File: config.mk
export PLATFORM = sky130hd
export DESIGN_NAME = seq_detector_param
export DESIGN_NICKNAME = d
export VERILOG_FILES = /design/src/rtl/seq_det_pkg.sv /design/src/rtl/seq_detector_sat_counter.sv /design/src/rtl/seq_detector_param.sv
export SDC_FILE = /design/constraint.sdc
export NUM_CORES = 1
export LEC_CHECK = 0
export BUFFER_PORTS_ARGS = -buffer_cell sky130_fd_sc_hd__buf_2
export CAP_MARGIN = 20
export CORE_MARGIN = 2
export CORE_UTILIZATION = 40
export DETAILED_ROUTE_END_ITERATION = 10
export PLACE_DENSITY = 0.7
export SLEW_MARGIN = 40
export SYNTH_ARGS = -nofsm -noshare
export SYNTH_HDL_FRONTEND = slang
export SYNTH_SLANG_ARGS = --single-unit
File: constraint.sdc
create_clock -name clk -period 1.7 [get_ports clk]
set_input_delay 0.34 -clock clk [delete_from_list [all_inputs] [get_ports clk]]
set_output_delay 0.34 -clock clk [all_outputs]
set_load 0.02 [all_outputs]
File: src/rtl/seq_det_pkg.sv
// Shared constants for the serial pattern detectors.
// Default pattern and output-timing mode selectors.
package seq_det_pkg;
    localparam logic [2:0] DEF_PATTERN_101 = 3'b101;
    localparam bit MODE_MOORE = 1'b0;
    localparam bit MODE_MEALY = 1'b1;
endpackage

File: src/rtl/seq_detector_sat_counter.sv
// Saturating event counter with synchronous clear.
// Clear takes priority over increment; holds at all-ones.
module sat_counter #(
    parameter int W = 8
) (
    input  logic         clk,
    input  logic         reset,
    input  logic         clr,
    input  logic         inc,
    output logic [W-1:0] q
);
    always_ff @(posedge clk) begin
        if (reset) begin
            q <= '0;
        end else if (clr) begin
            q <= '0;
        end else if (inc && (q != {W{1'b1}})) begin
            q <= q + 1'b1;
        end
    end
endmodule

File: src/rtl/seq_detector_param.sv
// Parametrised serial pattern detector with overlap/Mealy options
// and a saturating match counter.
module seq_detector_param
    import seq_det_pkg::*;
#(
    parameter int unsigned   N       = 3,
    parameter logic [N-1:0]  PATTERN = N'(DEF_PATTERN_101),
    parameter bit            OVERLAP = 1'b1,
    parameter bit            MEALY   = MODE_MOORE,
    parameter int            COUNT_W = 8
) (
    input  logic               clk,
    input  logic               reset,
    input  logic               x,
    input  logic               x_valid,
    input  logic               clear_count,
    output logic               y,
    output logic [COUNT_W-1:0] match_count
);
    localparam int FW = $clog2(N) + 1;
    localparam logic [FW-1:0] FULL = FW'(N - 1);

    logic [N-1:0]  hist;
    logic [N-1:0]  cand;
    logic [FW-1:0] fill;
    logic          y_q;
    logic          hit;

    assign cand = {hist[N-2:0], x};
    // fill gate keeps reset-zero history from matching all-zero patterns
    assign hit  = x_valid && (fill == FULL) && (cand == PATTERN);

    always_ff @(posedge clk) begin
        if (reset) begin
            hist <= '0;
            fill <= '0;
            y_q  <= 1'b0;
        end else begin
            y_q <= hit;
            if (x_valid) begin
                hist <= cand;
                if (hit && !OVERLAP) begin
                    fill <= '0;
                end else if (fill != FULL) begin
                    fill <= fill + 1'b1;
                end
            end
        end
    end

    assign y = (MEALY == MODE_MEALY) ? (hit & ~reset) : y_q;

    sat_counter #(
        .W(COUNT_W)
    ) u_cnt (
        .clk  (clk),
        .reset(reset),
        .clr  (clear_count),
        .inc  (hit),
        .q    (match_count)
    );
endmodule

# Word level (Yosys, flattened, before mapping)
# Index checks and enable logic that the tools add are counted.
# Widths: inputs -> output; s select.
[op_classes]
addsub = 2
n_eq_ne = 4
n_reduce_logical = 5
[ops]
columns = ["operator", "count"]
rows = [
  ["$add 8x1->8 const B", 1],
  ["$ne 8x8->1 const B", 1],
  ["$add 3x1->3 const B", 1],
  ["$eq 3x2->1 const B", 1],
  ["$eq 3x3->1 const B", 1],
  ["$logic_and 1x1->1", 3],
  ["$ne 3x2->1 const B", 1],
  ["$reduce_and 2->1", 1],
  ["$reduce_or 2->1", 1],
]
[totals]
ff_bits = 14
input_bits = 5
out_inout_bits = 9
wordCells = 15

# Logic depth before layout (Yosys ltp)
[logic_depth]
word_depth = 4
ltp_mapped = 7
ltp_nobuf = 6

# Cells and area by module
# From an unflattened synthesis, not the netlist that was laid out.
[unflattened]
cells_unflattened = 75
hier_area_um2 = 714.4
[by_module_without_submodules]
columns = ["module", "n_inst", "cells_each", "area_per_inst_um2", "seq_area_each_um2"]
rows = [
  ["sat_counter", 1, 47, 435.4, 160.2],
  ["seq_detector_param", 1, 28, 279.0, 120.1],
]

# Worst setup path before layout
# OpenSTA, ideal clock, no wires.
[synth_path]
path_kind = "register to register"
startpoint = "register fill[0]"
endpoint = "register u_cnt.q[2]"
setup_time_ns = 0.070
arrival_ns = 1.727
required_time_ns = 1.630
path_slack_ns = -0.097
path_stages_with_launch = 8
n_path_buf = 1
period_less_slack_ns = 1.797
path_cell_list = "dfxtp_1 > inv_1 > ha_1 > nand4b_4 > or3_1 > buf_2 > or4_1 > a21oi_1"
[synth_between]
elab_chain_cells = 4
[synth_lines]
columns = ["element", "line", "rtl"]
rows = [
  ["start, declared", "seq_detector_param.sv:25", "logic [FW-1:0] fill;"],
  ["start signal, assigned", "seq_detector_param.sv:45", "fill <= fill + 1'b1;"],
  ["$eq 3x2->1", "seq_detector_param.sv:31", "assign hit = x_valid && (fill == FULL) && (cand == PATTERN);"],
  ["$logic_and 1x1->1 (2 in series)", "seq_detector_param.sv:31", ""],
  ["$logic_and 1x1->1", "seq_detector_sat_counter.sv:17", "end else if (inc && (q != {W{1'b1}})) begin"],
  ["end signal, assigned", "seq_detector_sat_counter.sv:18", "q <= q + 1'b1;"],
  ["end, declared", "seq_detector_sat_counter.sv:10", "output logic [W-1:0] q"],
]
# No other way between the ends.
# A chain may end at the register's enable or synchronous reset.

# Final worst setup path
# Same ends and word-level chain as after synthesis.

==> run metrics <==
Post-synth ARST share=0%; Yosys top cell by area=dfxtp_1; Crit path depth=6; Req. time, crit path=1920 ps; Pins Over Slew Limit=0; Ports=14; PortBufs=13; most frequent cells in the layout=buf_2, dfxtp_1, nor2_1, buf_4; H-tree levels=1; RR Startpoint=fill[0]; critical path's largest stage delay=400 ps; die area=2100 um2; setup slack at placement=-0.457 ps; min Tclk post-route=1610 ps; max_slew headroom=72.2%; commonest non-fill, non-tap cell in the layout=buf_2; initial antenna violation count=0; Worst R2R Setup Slack=90 ps; top cell type's share of synthesized area=40.0%; Bufs and invs on worst path=1; Die W=45.9 um; core area=1690 um2; setup ws final=86.7 ps; Hold Fails Final Rpt=0; via/cell ratio=5.54; fin cells=112; worst hold slack=307 ps; crit-path max FO=4; Row Count=15; cts hold-fix bufs=0; Power Dens Cells=726 nW/um2; root buf cell=clkbuf_4; critical path startpoint=fill[0]; Seq/Total Area, Yosys=40.0%; CP arrival=1840 ps; vias=620; crit-path leading delay family=simple AND/OR/NAND/NOR gates; RSZ-0062 raised after global routing=no; CTS clock-pin slew for the worst setup and hold paths=90 ps; CP max stage cell=or4_1; Fillers=168; # setup viols final=0; Avg WL per Cell=12.2 um; R2R Path End=u_cnt.q[2]; max cap viols=0; cell count after synthesis=76; GPL Wtd Cong=0.786; Antenna Nets Post-Route=0; drt total wl=1360 um; vias in the first global route=579; Worst Tran Pin Value=412 ps; Synthesized Nets=84; first-pass GRT wire length=2360 um; CTS tree=yes; share of cells above drive strength 1=32.6%; Ant. Diodes=0; crit path capture type=flop; Placed Instances=107; Post-route DRC=0; Die Span Y=45.9 um; Yosys warnings=0; top cells by area, synth=dfxtp_1, ha_1, a21oi_1, nor3_1, nor2_1; Hold/Removal Path Class=input pin to flop; Iteration-0 DRC Markers=14; GRT Util Overall=15.8%; synthesis-to-layout area growth=21.4%; Cell variety after synth=32; status=completed; worst skew pair latency=280 ps; largest net degree at the start of global routing=9; Max Clk Rate=620 MHz; Final Cycle Share=94.9%; Primary FF master, synth=dfxtp_1; DR pass1 iterations=4; crit-path cells=inv_2 > ha_4 > nand4b_4 > or3_4 > or4_1 > a21oi_1; Mean Syn Cell Area=9.22 um2; Finished Core Util=50.4%; flops & latches, synth=14; global route overflow=0; clock skew=11.2 ps; worst setup path category=flop to flop; clk buf depth=2; Max rail drop VDD=0.361 mV; Final HPWL DP=1000 um; r2r worst-path depth=6; Worst setup SP type=flop; CTS Buf Count=3; crit path to=u_cnt.q[2]; Lkg Pwr=0.370 nW; Mapped Area=701 um2; Clock Sinks=14; Post-synth EDFFs=0; nets=105; Starting Density=41.5%; setup TNS=0 ps
worst reg2reg max path, delay by kind of cell, from the launching register on:
| family | cells | cell delay [ps] |
|---|---|---|
| simple gates | 3 | 840 |
| buf+inv | 1 | 80 |
| fa+ha+maj | 1 | 160 |
| compound gates | 1 | 140 |
| flops | 1 | 330 |
cell families after synthesis:
kind of cell | synth area share (%)
AOI/OAI and AO/OA | 14.5
and+or+nand+nor | 27.5
adders and majority gates | 5.36
DFF | 40.0
xor gates and xnor gates | 1.25
buffers and inverters | 8.57
muxes | 2.86
through the flow:
step           power (mW)  cell area [um2]
6_report            0.617              851
5_1_grt             0.652              851
4_1_cts             0.613              836
3_5_place_dp        0.424              807
3_3_place_gp        0.420              807
2_1_floorplan       0.410              721
how the worst min path moves through the flow:
stage,start,end,cells after the start
2_1_floorplan,hist[1],hist[1],2
3_3_place_gp,hist[1],hist[1],2
3_5_place_dp,u_cnt.q[1],u_cnt.q[1],2
4_1_cts,reset,fill[0],2
5_1_grt,reset,fill[0],2
6_report,reset,fill[0],2
per-layer routing:
metal  global-route usage, %  vias up  routed length [um]
met3                    7.14        2                  66
met1                    18.8      289                 644
met2                    24.7       13                 643
li1                        -      316                   -
met4                    5.71        0                   9
met5                       0        -                   0
cell usage after synthesis, types with 2 or more instances:
cell	number
dfxtp_1	14
mux2i_1	2
nor2_1	8
or3_1	2
buf_6	2
inv_1	3
o31ai_1	2
ha_1	3
nand2_1	4
a21oi_1	6
nor3_1	6
nand3_1	3
and3_1	2
registers in the layout (all words and copies together), names as in the netlist:
name	flops
hist	2
u_cnt.q	8
y	1
fill	3
area by class of cell:
cell class | count | area, um2 | share of cell area, %
Clock buffer | 3 | 22.5 | 2.65
Inverter | 4 | 28.8 | 3.38
Multi-Input combinational cell | 54 | 378 | 44.4
Sequential cell | 14 | 283 | 33.2
Tap cell | 17 | 21.3 | 2.50
Timing Repair Buffer | 20 | 118 | 13.8
report_power, final:
group	switching (mW)	internal (mW)	leakage, nW	total, mW
Clock	0.107	0.0822	0.0138	0.190
Combinational	0.0366	0.0425	0.243	0.0791
Sequential	0.00917	0.339	0.114	0.348
repair_timing:
item                       in CTS  in global routing
setup endpoints to repair       1                  1
pin swaps                       0                  4
gates resized for setup         2                  0
setup buffers                   0                  2
No activity file was read; power rests on OpenSTA's default activity.
